[config.mk]
export PLATFORM = sky130hd
export DESIGN_NAME = orbit_engine
export DESIGN_NICKNAME = d
export VERILOG_FILES = /design/src/rtl/orbit_engine.sv
export SDC_FILE = /design/constraint.sdc
export NUM_CORES = 1
export LEC_CHECK = 0
export CELL_PAD_IN_SITES_DETAIL_PLACEMENT = 1
export CELL_PAD_IN_SITES_GLOBAL_PLACEMENT = 2
export CORE_MARGIN = 4
export CORE_UTILIZATION = 26
export CTS_BUF_LIST = sky130_fd_sc_hd__clkbuf_4 sky130_fd_sc_hd__clkbuf_8
export DETAILED_ROUTE_END_ITERATION = 8
export GPL_TIMING_DRIVEN = 0
export PLACE_DENSITY_LB_ADDON = 0.1
export SYNTH_ARGS = -nofsm -noshare
export SYNTH_HDL_FRONTEND = slang
export SYNTH_SLANG_ARGS = --single-unit
export TNS_END_PERCENT = 20
[constraint.sdc]
create_clock -name frame_clk -period 2.31 [get_ports frame_clk]
set_clock_uncertainty 0.15 [all_clocks]
set_input_delay 0.5775 -clock frame_clk [delete_from_list [all_inputs] [get_ports frame_clk]]
set_output_delay 0.5775 -clock frame_clk [all_outputs]
set_load 0.005 [all_outputs]
[src/rtl/orbit_engine.sv]
// rtl/orbit_engine.sv - gravity-game orbit controller: mode FSM, planet capture, orbit/moon angles
// Optional feature macro: ORBIT_MOON_EN (moon angle counter; moontheta tied to 0 when undefined)
module orbit_engine #(
    parameter int NUM_PLANETS = 8,
    parameter int COORD_W     = 10,
    parameter int THETA_W     = 9,
    parameter int THETA_MAX   = 360,
    parameter int THETA_STEP  = 2,
    parameter int MOON_STEP   = 3,
    localparam int CP_W       = (NUM_PLANETS > 1) ? $clog2(NUM_PLANETS) : 1
) (
    input  logic                           frame_clk,
    input  logic                           Reset_n,
    input  logic [15:0]                    keycode,
    input  logic [NUM_PLANETS*COORD_W-1:0] planet_x,
    input  logic [NUM_PLANETS*COORD_W-1:0] planet_y,
    input  logic [NUM_PLANETS*COORD_W-1:0] planet_s,
    input  logic [NUM_PLANETS-1:0]         planet_en,
    input  logic [COORD_W-1:0]             vessel_x,
    input  logic [COORD_W-1:0]             vessel_y,
    input  logic [COORD_W-1:0]             vessel_s,
    output logic [1:0]                     state,
    output logic [CP_W-1:0]                curplan,
    output logic                           welcomepage,
    output logic [THETA_W-1:0]             theta,
    output logic [THETA_W-1:0]             moontheta,
    output logic                           near_any
);

    typedef enum logic [1:0] {
        ST_WELCOME = 2'd0,
        ST_FREE    = 2'd1,
        ST_ORBIT   = 2'd2,
        ST_LAUNCH  = 2'd3
    } state_t;

    localparam logic [THETA_W:0] T_MAX  = (THETA_W+1)'(THETA_MAX);
    localparam logic [THETA_W:0] T_STEP = (THETA_W+1)'(THETA_STEP);

    function automatic logic [THETA_W-1:0] wrap_add(input logic [THETA_W-1:0] v,
                                                     input logic [THETA_W:0]   step);
        logic [THETA_W:0] s;
        s = {1'b0, v} + step;
        if (s >= T_MAX)
            s = s - T_MAX;
        return s[THETA_W-1:0];
    endfunction

    state_t              state_q, state_d;
    logic [CP_W-1:0]     curplan_q, curplan_d;
    logic [THETA_W-1:0]  theta_q, theta_d;
    logic                block_q, block_d;
    logic                near_q;
    logic                run_q;
    logic [15:0]         key_q;
    logic [NUM_PLANETS-1:0] in_box, hit;
    logic [CP_W-1:0]     hit_idx;
    logic                any_hit, cur_in_box;
    logic                enter_edge, space_edge;

    assign enter_edge = (keycode == 16'h0028) && (key_q != 16'h0028);
    assign space_edge = (keycode == 16'h002C) && (key_q != 16'h002C);

    for (genvar i = 0; i < NUM_PLANETS; i++) begin : g_box
        logic signed [COORD_W:0] dx, dy;
        logic [COORD_W:0]        adx, ady, lim;
        assign dx  = $signed({1'b0, vessel_x}) - $signed({1'b0, planet_x[i*COORD_W +: COORD_W]});
        assign dy  = $signed({1'b0, vessel_y}) - $signed({1'b0, planet_y[i*COORD_W +: COORD_W]});
        assign adx = dx[COORD_W] ? $unsigned(-dx) : $unsigned(dx);
        assign ady = dy[COORD_W] ? $unsigned(-dy) : $unsigned(dy);
        assign lim = {1'b0, planet_s[i*COORD_W +: COORD_W]} + {1'b0, vessel_s};
        assign in_box[i] = (adx <= lim) && (ady <= lim);
        // The planet just launched from stays invisible until the vessel has left its box.
        assign hit[i] = planet_en[i] && in_box[i] && !(block_q && (curplan_q == CP_W'(i)));
    end

    always_comb begin
        hit_idx = '0;
        for (int i = NUM_PLANETS - 1; i >= 0; i--)
            if (hit[i])
                hit_idx = CP_W'(i);
    end

    assign any_hit    = |hit;
    assign cur_in_box = in_box[curplan_q];

    always_comb begin
        state_d   = state_q;
        curplan_d = curplan_q;
        theta_d   = theta_q;
        block_d   = block_q;
        if (block_q && !cur_in_box)
            block_d = 1'b0;
        case (state_q)
            ST_WELCOME: if (enter_edge) state_d = ST_FREE;
            ST_FREE: begin
                if (space_edge && any_hit) begin
                    state_d   = ST_ORBIT;
                    curplan_d = hit_idx;
                    theta_d   = '0;
                    block_d   = 1'b0;
                end
            end
            ST_ORBIT: begin
                theta_d = wrap_add(theta_q, T_STEP);
                if (!planet_en[curplan_q])
                    state_d = ST_FREE;
                else if (space_edge)
                    state_d = ST_LAUNCH;
            end
            ST_LAUNCH: begin
                state_d = ST_FREE;
                block_d = 1'b1;
            end
            default: state_d = ST_WELCOME;
        endcase
    end

    // run_q delays the first state update to the second edge after reset release.
    always_ff @(posedge frame_clk or negedge Reset_n) begin
        if (!Reset_n) begin
            run_q     <= 1'b0;
            state_q   <= ST_WELCOME;
            curplan_q <= '0;
            theta_q   <= '0;
            block_q   <= 1'b0;
            near_q    <= 1'b0;
            key_q     <= '0;
        end else begin
            run_q <= 1'b1;
            if (run_q) begin
                state_q   <= state_d;
                curplan_q <= curplan_d;
                theta_q   <= theta_d;
                block_q   <= block_d;
                near_q    <= any_hit;
                key_q     <= keycode;
            end
        end
    end

`ifdef ORBIT_MOON_EN
    logic [THETA_W-1:0] moon_q;
    always_ff @(posedge frame_clk or negedge Reset_n) begin
        if (!Reset_n)
            moon_q <= '0;
        else if (run_q && (state_q != ST_WELCOME))
            moon_q <= wrap_add(moon_q, (THETA_W+1)'(MOON_STEP));
    end
    assign moontheta = moon_q;
`else
    assign moontheta = '0;
`endif

    assign state       = state_q;
    assign curplan     = curplan_q;
    assign theta       = theta_q;
    assign near_any    = near_q;
    assign welcomepage = (state_q == ST_WELCOME);

endmodule
* Word-level counts from Yosys, hierarchy flattened
Cells that the tools add are included.
** Storage, ports and cells
- Register bits :: 33
- Output and inout bits :: 25
- Logic and storage cells :: 175
** Operators by class
- $add $sub $neg :: 42
- $lt $le $gt $ge :: 18
- Equal/unequal tests :: 17
- Muxes and demuxes :: 39
- Reduce and logical (&&, ||, !) cells :: 52
** Operators with widths (number)
- $le 11x11->1 :: 16
- $mux 11 :: 16
- $neg 11->11 :: 16
- $sub 10x10->11 :: 16
- $add 10x10->11 :: 8
- $logic_and 1x1->1 :: 36
- $eq 16x6->1 const B :: 2
- $ne 16x6->1 const B :: 2
- $mux 3 :: 8
- $mux 9 :: 2
- $pmux 9 s2 :: 1
- $eq 3x3->1 const B :: 4
- $add 9x2->10 const B :: 1
- $ge 10x9->1 const B :: 1
- $logic_not 1->1 :: 9
- $sub 9x9->9 const B :: 1
- $mux 2 :: 4
- $pmux 2 s4 :: 1
- $reduce_or 8->1 :: 1
- $bmux 1 s3 :: 2
- $eq 3x2->1 const B :: 2
- $reduce_and 3->1 :: 2
- $eq 2x2->1 const B :: 2
- $lt 3x4->1 const B :: 1
- other kinds (11) :: 14

* Depth between registers and ports, before layout
Gate-level depths: netlist of run 1.
- Depth in word-level cells :: 15
- Depth in mapped cells :: 25
- Mapped depth without buffers :: 23

* Worst setup path after synthesis of run 1
No wires, ideal clock.
- Path type :: input port to flip-flop
- Start point :: input port vessel_y[0]
- End point :: register theta_q[8] (netlist: theta[8])
- Setup time :: 0.125 ns
- Arrival :: 5.253 ns
- Setup slack :: -3.218 ns
- Stages :: 25
- Buffers on the path :: 2
- Cell sequence :: inv_1 > ha_1 > inv_1 > fa_1 > nand2_1 > nand2_1 > a21oi_1 > o21ai_0 > o41ai_1 > o21bai_1 > a21oi_1 > clkbuf_1 > o21ai_0 > xnor2_1 > ha_1 > nand4_1 > a21oi_1 > nor3_1 > o31ai_1 > nor3_1 > a2111oi_2 > and2_4 > buf_6 > o21a_4 > mux2_4
** On the way
- Cells in the longest elaborated chain, start to end :: 11
** RTL lines
- start, declared :: RTL line 20 : input logic [COORD_W-1:0] vessel_y,
- $sub 10x10->11 :: RTL line 68 : assign dy = $signed({1'b0, vessel_y}) - $signed({1'b0, planet_y[i*COORD_W +: COORD_W]});
- $neg 11->11 :: RTL line 70 : assign ady = dy[COORD_W] ? $unsigned(-dy) : $unsigned(dy);
- $mux 11 :: RTL line 70
- $le 11x11->1 :: RTL line 72 : assign in_box[i] = (adx <= lim) && (ady <= lim);
- $logic_and 1x1->1 :: RTL line 72
- $logic_and 1x1->1 (2 in a row) :: RTL line 74 : assign hit[i] = planet_en[i] && in_box[i] && !(block_q && (curplan_q == CP_W'(i)));
- $reduce_or 8->1 (*) :: RTL line 84 : assign any_hit = |hit;
- $logic_and 1x1->1 (*) :: RTL line 97 : if (space_edge && any_hit) begin
- $ne 2x2->1 (no source line) (*)
- $reduce_and 3->1 (no source line) (*)
- end signal, assigned :: RTL line 134 : theta_q <= theta_d;
- end, declared :: RTL line 51 : logic [THETA_W-1:0] theta_q, theta_d;
Every way passes the cells marked *; elsewhere a longest branch is shown, timed or not.
A chain may end at the register's enable or synchronous reset.

* Worst setup path in the final report of run 1
- Start point :: input port planet_x[0]
- End point :: register theta_q[8] (netlist: theta[8])
** On the way
- Cells in the longest elaborated chain, start to end :: 11
** RTL lines
- start, declared :: RTL line 15 : input logic [NUM_PLANETS*COORD_W-1:0] planet_x,
- $sub 10x10->11 (*) :: RTL line 67 : assign dx = $signed({1'b0, vessel_x}) - $signed({1'b0, planet_x[i*COORD_W +: COORD_W]});
- $neg 11->11 :: RTL line 69 : assign adx = dx[COORD_W] ? $unsigned(-dx) : $unsigned(dx);
- $mux 11 (*) :: RTL line 69
- $le 11x11->1 (*) :: RTL line 72
- $logic_and 1x1->1 (*) :: RTL line 72
- $logic_and 1x1->1 (*) (2 in a row) :: RTL line 74
- $reduce_or 8->1 (*) :: RTL line 84
- $logic_and 1x1->1 (*) :: RTL line 97
- $ne 2x2->1 (no source line) (*)
- $reduce_and 3->1 (no source line) (*)
Marks and branches as above.

==> impl_metrics.tcl, run 1 <==
set metrics [dict create \
    status "complete, but fails checks" \
    violations "negative setup slack" \
    clk_latency_ps 300 \
    timing.fmax_mhz 186 \
    drv_cap 0 \
    grt_setup_unrepaired "yes" \
    die_area_um2 73000 \
    overflow 0 \
    cts_max_path_buffers 2 \
    fin_hold_ws_ps 208 \
    route.final.wire_length_um 75100 \
    yosysTopAreaCellShare_pct 30.7 \
    clock-root-buffer "clkbuf_8" \
    synth_ff_type "dfrtp_1" \
    ys_seq_area_share_pct 4.48 \
    grt_first_pass_wirelength_um 114000 \
    hold_path_class "in2async" \
    fillers 8080 \
    slew_viol_final 0 \
    drtIter0Drc 723 \
    wl_per_cell_um 20.3 \
    end_kind "flip-flop" \
    pwr-share-clk_pct 3.9 \
    nNetsFinal 3573 \
    grt.total_usage_pct 19.9 \
    dr_total_vias 18700 \
    die_w_um 270 \
    num_rows 95 \
    busiest_layer "met2" \
    yosysUniqueCellTypes 71 \
    synth_top_cell_by_area "ha_1" \
    io_pins 321 \
    grtUsageMet1_pct 26.6 \
    finalHoldViolCount 0 \
    final_common_cell "ha_1" \
    start_util_pct 26.4 \
    ys_ff_latch 32 \
    core_area_um2 67600 \
    worst_slack_ps -3050 \
    synth_edf_count 0 \
    p_sw_mw 6.07 \
    postSynthCellCount 2361 \
    drive_gt1_share_pct 18.3 \
    synth_compound_area_share_pct 20.8 \
    place_area_um2 22200 \
    yosys_warnings 0 \
    leakagePower_nw 11.2 \
    syn_area_per_cell_um2 7.57 \
    synthAdderAreaFrac_pct 33.4 \
    combPwrFrac_pct 90.9 \
    cts_buffers 5 \
    grtUsageMet3_pct 1.45 \
    clk_pin_slew_ps 70 \
    synth.mux.area_fraction_pct 1.93 \
    cts_tree "yes" \
    hold_buffers 0 \
    globalplace.congestion 0.817 \
    ant_nets 0 \
    area_growth_syn_to_layout_pct 40.3 \
    fin_crit_sh_pct 232 \
    critPathLaunchType "input pin" \
    setup_viol 15 \
    htreeDepth 2 \
    required_ps 2350 \
    layout_common_cells "ha_1, clkdlybuf4s50_1, inv_1, xnor2_1, nand2_1" \
    final_area_um2 25100 \
    power_density_nw_per_um2 471 \
    remaining_drc_errors 0 \
    netSwitchingFraction_pct 51.5 \
    synth_top_family_by_area "adder cells" \
    grt_max_degree 33 \
    worst_pin_slew_ps 1350 \
    ir_drop_uv 181 \
    grt_antenna_before_repair 15 \
    worst_slew_margin_rel_pct 9.89 \
    fp.dieH_um 270 \
    synthTopCellsByArea "ha_1, xnor2_1, a21oi_1" \
    p_int_mw 5.73 \
    drtPass1Iterations 5 \
    viasPerCell 5.06 \
    p_total_mw 11.8 \
    clkSinkCount 32 \
    final_util_pct 37.0 \
    numPortBuffers 310 \
    final.min_clock_period_ps 5360 \
    hpwlAfterDp_um 60700 \
    synth_xor_area_share_pct 15.5 \
    cp.arrival_ps 5400 \
    synth-simple-area-share_pct 17.3 \
    path_class "in2reg" \
    synth_area_um2 17900 \
    grtUsageMet2_pct 36.0 \
    path_max_fanout 7 \
    async_flop_share_pct 100 \
    grt_pass1_vias 20300 \
    p_seq_share_pct 5.2 \
]
-- metal layers --
metal  routed length, um  share of wire [%]
met5                  13              0.017
met4                 981                1.3
met3                2400                3.2
met2               36700                 49
met1               35000                 47
-- repair_timing --
action	4_1_cts	5_1_grt
resized for setup	386	117
gates cloned	4	1
pin swaps	181	125
endpoints found under the setup margin	15	16
buffers inserted	86	38
-- through the flow --
| stage | cells | setup WS [ps] | TNS, ps |
|---|---|---|---|
| after floorplan | 2370 | -2880 | -39740 |
| after global placement | 3553 | -5810 | -89350 |
| after detailed placement | 3553 | -5520 | -78660 |
| after CTS | 3650 | -3010 | -43640 |
| after global routing | 3691 | -3290 | -47930 |
| final | 3695 | -3050 | -44420 |
-- worst max-delay path, cell delays in order --
cell and delay, ps:
clkdlybuf4s50_1 470, ha_2 180, inv_1 50, fa_1 400, a21o_1 180, a21oi_2 160, o21bai_1 100, a21oi_2 170
o21bai_1 100, a21oi_2 240, buf_4 180, xor2_4 170, a41oi_2 150, xor2_1 180, ha_1 310, nand4_1 190
o31ai_4 400, nor3_4 100, a2111oi_4 340, and2_4 260, o21a_4 180, mux2_4 300
-- cell type report --
| cell class | instances | area [um2] | area share, % |
|---|---|---|---|
| multi-input combinational | 2039 | 17700 | 70.7 |
| timing repair buffer | 439 | 4090 | 16.3 |
| tap | 873 | 1090 | 4.36 |
| inverter | 271 | 1030 | 4.10 |
| sequential | 32 | 802 | 3.20 |
| buffer | 27 | 214 | 0.854 |
| clock buffer | 6 | 82.6 | 0.330 |
| antenna | 6 | 15.0 | 0.0599 |
| clock inverter | 2 | 10.0 | 0.0400 |
-- final timing paths --
check / from / to / slack, ps / cells past startpoint
setup / recovery: planet_x[0] / theta[8] / -3050 / 22
hold / removal: Reset_n / theta[6] / 210 / 1
setup reg to reg: theta[1] / theta[5] / -450 / 11
hold reg to reg: key_q[7] / key_q[7] / 360 / 1
max in group asynchronous: Reset_n / state[0] / 1250 / 1
min in group frame_clk: key_q[7] / key_q[7] / 360 / 1
-- power by group through the flow --
stage	combinational, mW	sequential [mW]	clock (mW)
2_1_floorplan	6.20	0.618	0
3_3_place_gp	8.47	0.621	0
3_5_place_dp	8.90	0.623	0
4_1_cts	10.2	0.612	0.479
5_1_grt	12.0	0.616	0.505
6_report	10.7	0.612	0.464
-- Yosys cell counts (3+ instances only) --
| library cell | number |
|---|---|
| fa_1 | 24 |
| and2_1 | 5 |
| o21ai_0 | 115 |
| o211ai_1 | 11 |
| o21bai_1 | 54 |
| nand4_1 | 34 |
| xor2_1 | 49 |
| inv_1 | 270 |
| nand3_1 | 38 |
| a31oi_1 | 4 |
| a211o_1 | 3 |
| nor3_1 | 77 |
| a211oi_1 | 22 |
| buf_4 | 10 |
| nand2b_1 | 4 |
| mux2i_1 | 7 |
| nor4_1 | 22 |
| o31ai_1 | 51 |
| xnor2_1 | 268 |
| ha_1 | 438 |
| and4_1 | 4 |
| nand3b_1 | 18 |
| or4_1 | 22 |
| nand2_1 | 173 |
| or2_2 | 4 |
| clkbuf_1 | 16 |
| o21ai_1 | 4 |
| nor4b_1 | 5 |
| and3_1 | 10 |
| o21a_1 | 12 |
| a21oi_1 | 225 |
| a311oi_1 | 3 |
| nor2b_1 | 37 |
| a21boi_0 | 6 |
| mux2_2 | 19 |
| nor2_1 | 127 |
| a21o_1 | 48 |
| dfrtp_1 | 32 |
| a22o_1 | 4 |
| o41ai_1 | 10 |
| or3_1 | 36 |
-- sequential cells by signal, summed over array words and instances, names as in the netlist --
register,flops
block_q,1
run_q,1
state,2
theta,8
key_q,16
near_any,1
curplan,3
-- cells by family after synthesis --
kind of cell / Yosys count
AO/OA/AOI/OAI: 598
XOR/XNOR: 317
adder cells (fa/ha/maj): 462
buffers and inverters: 299
flip-flops: 32
multiplexers: 29
other: 2
AND/OR/NAND/NOR: 622
Power figures use the tool's default switching activity.
==> inputs of run 2 (changes only) <==
--- a/config.mk
+++ b/config.mk
@@ -12,7 +12,7 @@
 export CTS_BUF_LIST = sky130_fd_sc_hd__clkbuf_4 sky130_fd_sc_hd__clkbuf_8
 export DETAILED_ROUTE_END_ITERATION = 8
 export GPL_TIMING_DRIVEN = 0
-export PLACE_DENSITY_LB_ADDON = 0.1
+export PLACE_DENSITY = 0.74
 export SYNTH_ARGS = -nofsm -noshare
 export SYNTH_HDL_FRONTEND = slang
 export SYNTH_SLANG_ARGS = --single-unit
==> impl_metrics.tcl, run 2 (same netlist as run 1, synthesis figures left out) <==
set metrics [dict create \
    htreeDepth 2 \
    cp.arrival_ps 5420 \
    setup_viol 15 \
    wl_per_cell_um 20.4 \
    layout_common_cells "ha_1, clkdlybuf4s50_1, inv_1, xnor2_1, nand2_1" \
    grt_setup_unrepaired "yes" \
    start_util_pct 26.4 \
    fin_hold_ws_ps 196 \
    slowest_stage "or4_4" \
    ir_drop_uv 265 \
    die_w_um 270 \
    dr_total_vias 18900 \
    hold_buffers 0 \
    violations "negative setup slack" \
    hpwlAfterDp_um 60500 \
    largest_register_ffs 16 \
    path_common_cell "or4_4" \
    critPathLaunchType "input pin" \
    hold_path_class "in2async" \
    path_buf_inv 5 \
    die_area_um2 73000 \
    top_register "key_q" \
    cts_buffers 5 \
    worst_pin_slew_ps 1280 \
    final_util_pct 37.3 \
    grt_max_degree 33 \
    required_ps 2350 \
    grt_antenna_before_repair 14 \
    cts_tree "yes" \
    core_area_um2 67600 \
    cp_top_family "compound AO/OA/AOI/OAI gates" \
    overflow 0 \
    clk_latency_ps 300 \
    critical-path-max-stage-delay_ps 540 \
    clkSinkCount 32 \
    status "complete, but fails checks" \
    drtPass1Iterations 5 \
    clk_pin_slew_ps 70 \
    r2r_end "theta[5]" \
    rrSetupSlack_ps -430 \
    drtIter0Drc 717 \
    end_kind "flip-flop" \
    power_density_nw_per_um2 481 \
    ant_nets 0 \
    cts_max_path_buffers 2 \
    grt_first_pass_wirelength_um 113000 \
    route.final.wire_length_um 75300 \
    pre_cts_slack_ps -5770 \
    clock-root-buffer "clkbuf_8" \
    num_rows 95 \
    remaining_drc_errors 0 \
    finalHoldViolCount 0 \
    drive_gt1_share_pct 18.9 \
    fin_crit_sh_pct 233 \
    final_common_cell "ha_1" \
    worst_slack_ps -3070 \
    leakagePower_nw 11.3 \
    globalplace.congestion 0.852 \
    drv_cap 0 \
    grt.total_usage_pct 19.6 \
    grt_pass1_vias 20400 \
    viasPerCell 5.12 \
    path_class "in2reg" \
    worst_slew_margin_rel_pct 14.9 \
    io_pins 321 \
    cp_cell_sequence "buf_8 -> clkinvlp_4 -> buf_12 -> ha_4 -> inv_4 -> fa_2 -> a21o_1 -> a21oi_2 -> buf_4 -> xnor2_4 -> or4_4 -> or4_4 -> nor3_2 -> ha_1 -> nand4_1 -> a211oi_2 -> a2111oi_2 -> o22a_2 -> o211a_4 -> a2111oi_4 -> and2_4 -> o21a_4 -> mux2_4" \
    numPortBuffers 310 \
    path_max_fanout 6 \
    timing.fmax_mhz 186 \
    nNetsFinal 3564 \
    fp.dieH_um 270 \
    final.min_clock_period_ps 5380 \
    timing.rr.start "theta[1]" \
    slew_viol_final 0 \
    area_growth_syn_to_layout_pct 41.1 \
    r2r_cells 11 \
]
[run 2: cell count changes in the layout (fill, tap and decap cells not counted), sizes merged, moves of 3 or more]
| cell | before | now |
|---|---|---|
| dlygate4sd2 | 18 | 11 |
| diode | 6 | 9 |
| clkdlybuf4s50 | 270 | 275 |
| dlymetal6s2s | 2 | 5 |
| buf | 148 | 139 |
| clkbuf | 28 | 23 |
[run 2: final cells by class]
cell class,count,area [um2]
antenna,9,22.5
clock inverter,3,42.5
multi-input combinational,2040,17900
clock buffer,5,68.8
timing repair buffer,429,4070
fill,7995,42400
sequential,32,803
tap,873,1090
inverter,271,1030
buffer,27,203
[run 2: metrics by stage]
step           area, um2  power, mW  instances  TNS, ps
5_1_grt            25200       13.4       3687   -48030
3_5_place_dp       22200       9.54       3553   -82390
2_1_floorplan      18000       6.82       2370   -39740
3_3_place_gp       22200       9.00       3553   -84920
4_1_cts            24000       11.4       3638   -44600
6_report           25200       12.1       3689   -44460
[run 2: timing repair]
item                                    CTS  global route
gates cloned                              4             1
hold endpoints to repair                  0             0
setup buffers                            75            41
endpoints found under the setup margin   16            16
pin swaps                               143           135
resized for setup                       343           187
[run 2: worst max path at each step]
stage | startpoint | end | slack (ps) | cells past startpoint
finish | vessel_y[0] | theta[8] | -3070 | 23
global route | vessel_x[0] | theta[8] | -3320 | 28
CTS | vessel_y[0] | theta[8] | -3080 | 24
detailed placement | vessel_y[1] | theta[8] | -5770 | 22
global placement | vessel_y[1] | theta[8] | -5580 | 22
floorplan | vessel_x[0] | theta[8] | -2880 | 22
[run 2: metal layers]
metal | share of wire [%] | vias up | track usage [%] | wire length (um)
met3 | 3.3 | 63 | 1.73 | 2520
met1 | 45 | 9179 | 25.2 | 33700
met4 | 2.2 | 0 | 4.94 | 1660
met2 | 50 | 288 | 35.1 | 37400
li1 | - | 9347 | - | -
met5 | 0 | - | 0 | 0
[run 2: power breakdown]
| group | switching, mW | internal [mW] | total (mW) |
|---|---|---|---|
| logic | 5.97 | 4.99 | 11.0 |
| clock network | 0.240 | 0.319 | 0.559 |
| registers | 0.0183 | 0.594 | 0.612 |
| total | 6.23 | 5.91 | 12.1 |
==> inputs of run 3 (changes only) <==
--- a/config.mk
+++ b/config.mk
@@ -13,6 +13,7 @@
 export DETAILED_ROUTE_END_ITERATION = 8
 export GPL_TIMING_DRIVEN = 0
 export PLACE_DENSITY = 0.74
+export SETUP_SLACK_MARGIN = 0.15
 export SYNTH_ARGS = -nofsm -noshare
 export SYNTH_HDL_FRONTEND = slang
 export SYNTH_SLANG_ARGS = --single-unit
==> impl_metrics.tcl, run 3 (same netlist as run 1, synthesis figures left out) <==
set metrics [dict create \
    grt_max_degree 33 \
    route.final.wire_length_um 75200 \
    worst_slew_margin_rel_pct 14.5 \
    slew_viol_final 0 \
    cts_buffers 5 \
    final_area_um2 25200 \
    critPathLaunchType "input pin" \
    grt.total_usage_pct 19.6 \
    grt_setup_unrepaired "yes" \
    largest_register_ffs 16 \
    final_util_pct 37.2 \
    die_area_um2 73000 \
    viasPerCell 5.09 \
    leakagePower_nw 11.3 \
    setup_viol 15 \
    path_common_cell "o31ai_4" \
    worst_slack_ps -3160 \
    place_area_um2 22200 \
    drtPass1Iterations 5 \
    hold_path_class "in2async" \
    violations "negative setup slack" \
    grt_antenna_before_repair 13 \
    fp.dieH_um 270 \
    power_density_nw_per_um2 480 \
    fin_crit_sh_pct 237 \
    numPortBuffers 310 \
    worst_pin_slew_ps 1280 \
    grtUsageMet2_pct 35.2 \
    die_w_um 270 \
    path_max_fanout 6 \
    cp_top_family "compound AO/OA/AOI/OAI gates" \
    grt_first_pass_wirelength_um 113000 \
    critical-path-max-stage-delay_ps 390 \
    fillers 7993 \
    final_cells 3692 \
    placed_cells 3553 \
    hpwlAfterDp_um 60500 \
    htreeDepth 2 \
    required_ps 2350 \
    busiest_layer "met2" \
    ir_drop_uv 266 \
    grtUsageMet1_pct 25.2 \
    clk_pin_slew_ps 70 \
    num_rows 95 \
    cp.arrival_ps 5510 \
    cp.depth 26 \
    hold_buffers 0 \
    status "complete, but fails checks" \
    final_common_cell "ha_1" \
    core_area_um2 67600 \
    final.min_clock_period_ps 5470 \
    drive_gt1_share_pct 18.4 \
    layout_common_cells "ha_1, clkdlybuf4s50_1, inv_1, xnor2_1, nand2_1" \
    end_kind "flip-flop" \
    wl_per_cell_um 20.4 \
    cts_tree "yes" \
    timing.fmax_mhz 183 \
    clock-root-buffer "clkbuf_8" \
    start_util_pct 26.4 \
    io_pins 321 \
    nNetsFinal 3565 \
    r2r_cells 11 \
    drtIter0Drc 677 \
    ant_nets 0 \
    grt_pass1_vias 20400 \
    grtUsageMet3_pct 1.64 \
    drv_cap 0 \
    clk_latency_ps 300 \
    area_growth_syn_to_layout_pct 41.0 \
    path_class "in2reg" \
    finalHoldViolCount 0 \
    dr_total_vias 18800 \
    remaining_drc_errors 0 \
    slowest_stage "or3_4" \
    cts_max_path_buffers 2 \
    clkSinkCount 32 \
    globalplace.congestion 0.852 \
    overflow 0 \
    path_buf_inv 8 \
    top_register "key_q" \
    fin_hold_ws_ps 191 \
]
## run 3: power breakdown
part / leakage, nW / internal (mW) / switching (mW)
combinational: 10.8 / 4.97 / 5.95
sequential: 0.377 / 0.594 / 0.0185
clock: 0.0542 / 0.319 / 0.238
## run 3: layout make-up
type / count / area (um2) / area share, %
Multi-Input combinational cell: 2040 / 17800 / 70.8
Timing Repair Buffer: 429 / 4070 / 16.2
Tap cell: 873 / 1090 / 4.34
Inverter: 271 / 1030 / 4.09
Sequential cell: 32 / 802 / 3.19
Buffer: 28 / 214 / 0.850
Clock buffer: 5 / 68.8 / 0.273
Clock inverter: 3 / 42.5 / 0.169
Antenna cell: 11 / 27.5 / 0.109
## run 3: metal layers
layer | wire length [um] | vias up
met5 | 0 | -
li1 | - | 9346
met1 | 34000 | 9097
met3 | 2270 | 66
met2 | 37200 | 294
met4 | 1790 | 0
## run 3: timing repair
action | 4_1_cts | 5_1_grt
endpoints found under the setup margin | 16 | 16
gates resized for setup | 337 | 176
gates cloned | 3 | 2
buffers inserted | 73 | 42
pin swaps | 141 | 136
## run 3: metrics by stage
| step | TNS (ps) | worst slack [ps] | power (mW) |
|---|---|---|---|
| global route | -48870 | -3390 | 13.3 |
| finish | -45260 | -3160 | 12.1 |
| floorplan | -39740 | -2880 | 6.82 |
| CTS | -45110 | -3150 | 11.4 |
| detailed placement | -82390 | -5770 | 9.54 |
| global placement | -84920 | -5580 | 9.00 |
## run 3: worst reg2reg max path: cells and delay by family, from the launching register on
| family | cells | cell delay (ps) |
|---|---|---|
| DFF | 1 | 490 |
| adders and majority gates | 1 | 190 |
| AOI/OAI and AO/OA | 6 | 1210 |
| and+or+nand+nor | 3 | 290 |
| buffers and inverters | 1 | 320 |
## run 3: path summary, 6_finish.rpt
| path | from | end | slack [ps] |
|---|---|---|---|
| min | Reset_n | theta[6] | 190 |
| min in group frame_clk | key_q[12] | key_q[12] | 360 |
| max in group asynchronous | Reset_n | state[0] | 1270 |
| min reg2reg | key_q[12] | key_q[12] | 360 |
| max reg2reg | theta[1] | theta[5] | -460 |
| max | vessel_y[0] | theta[8] | -3160 |
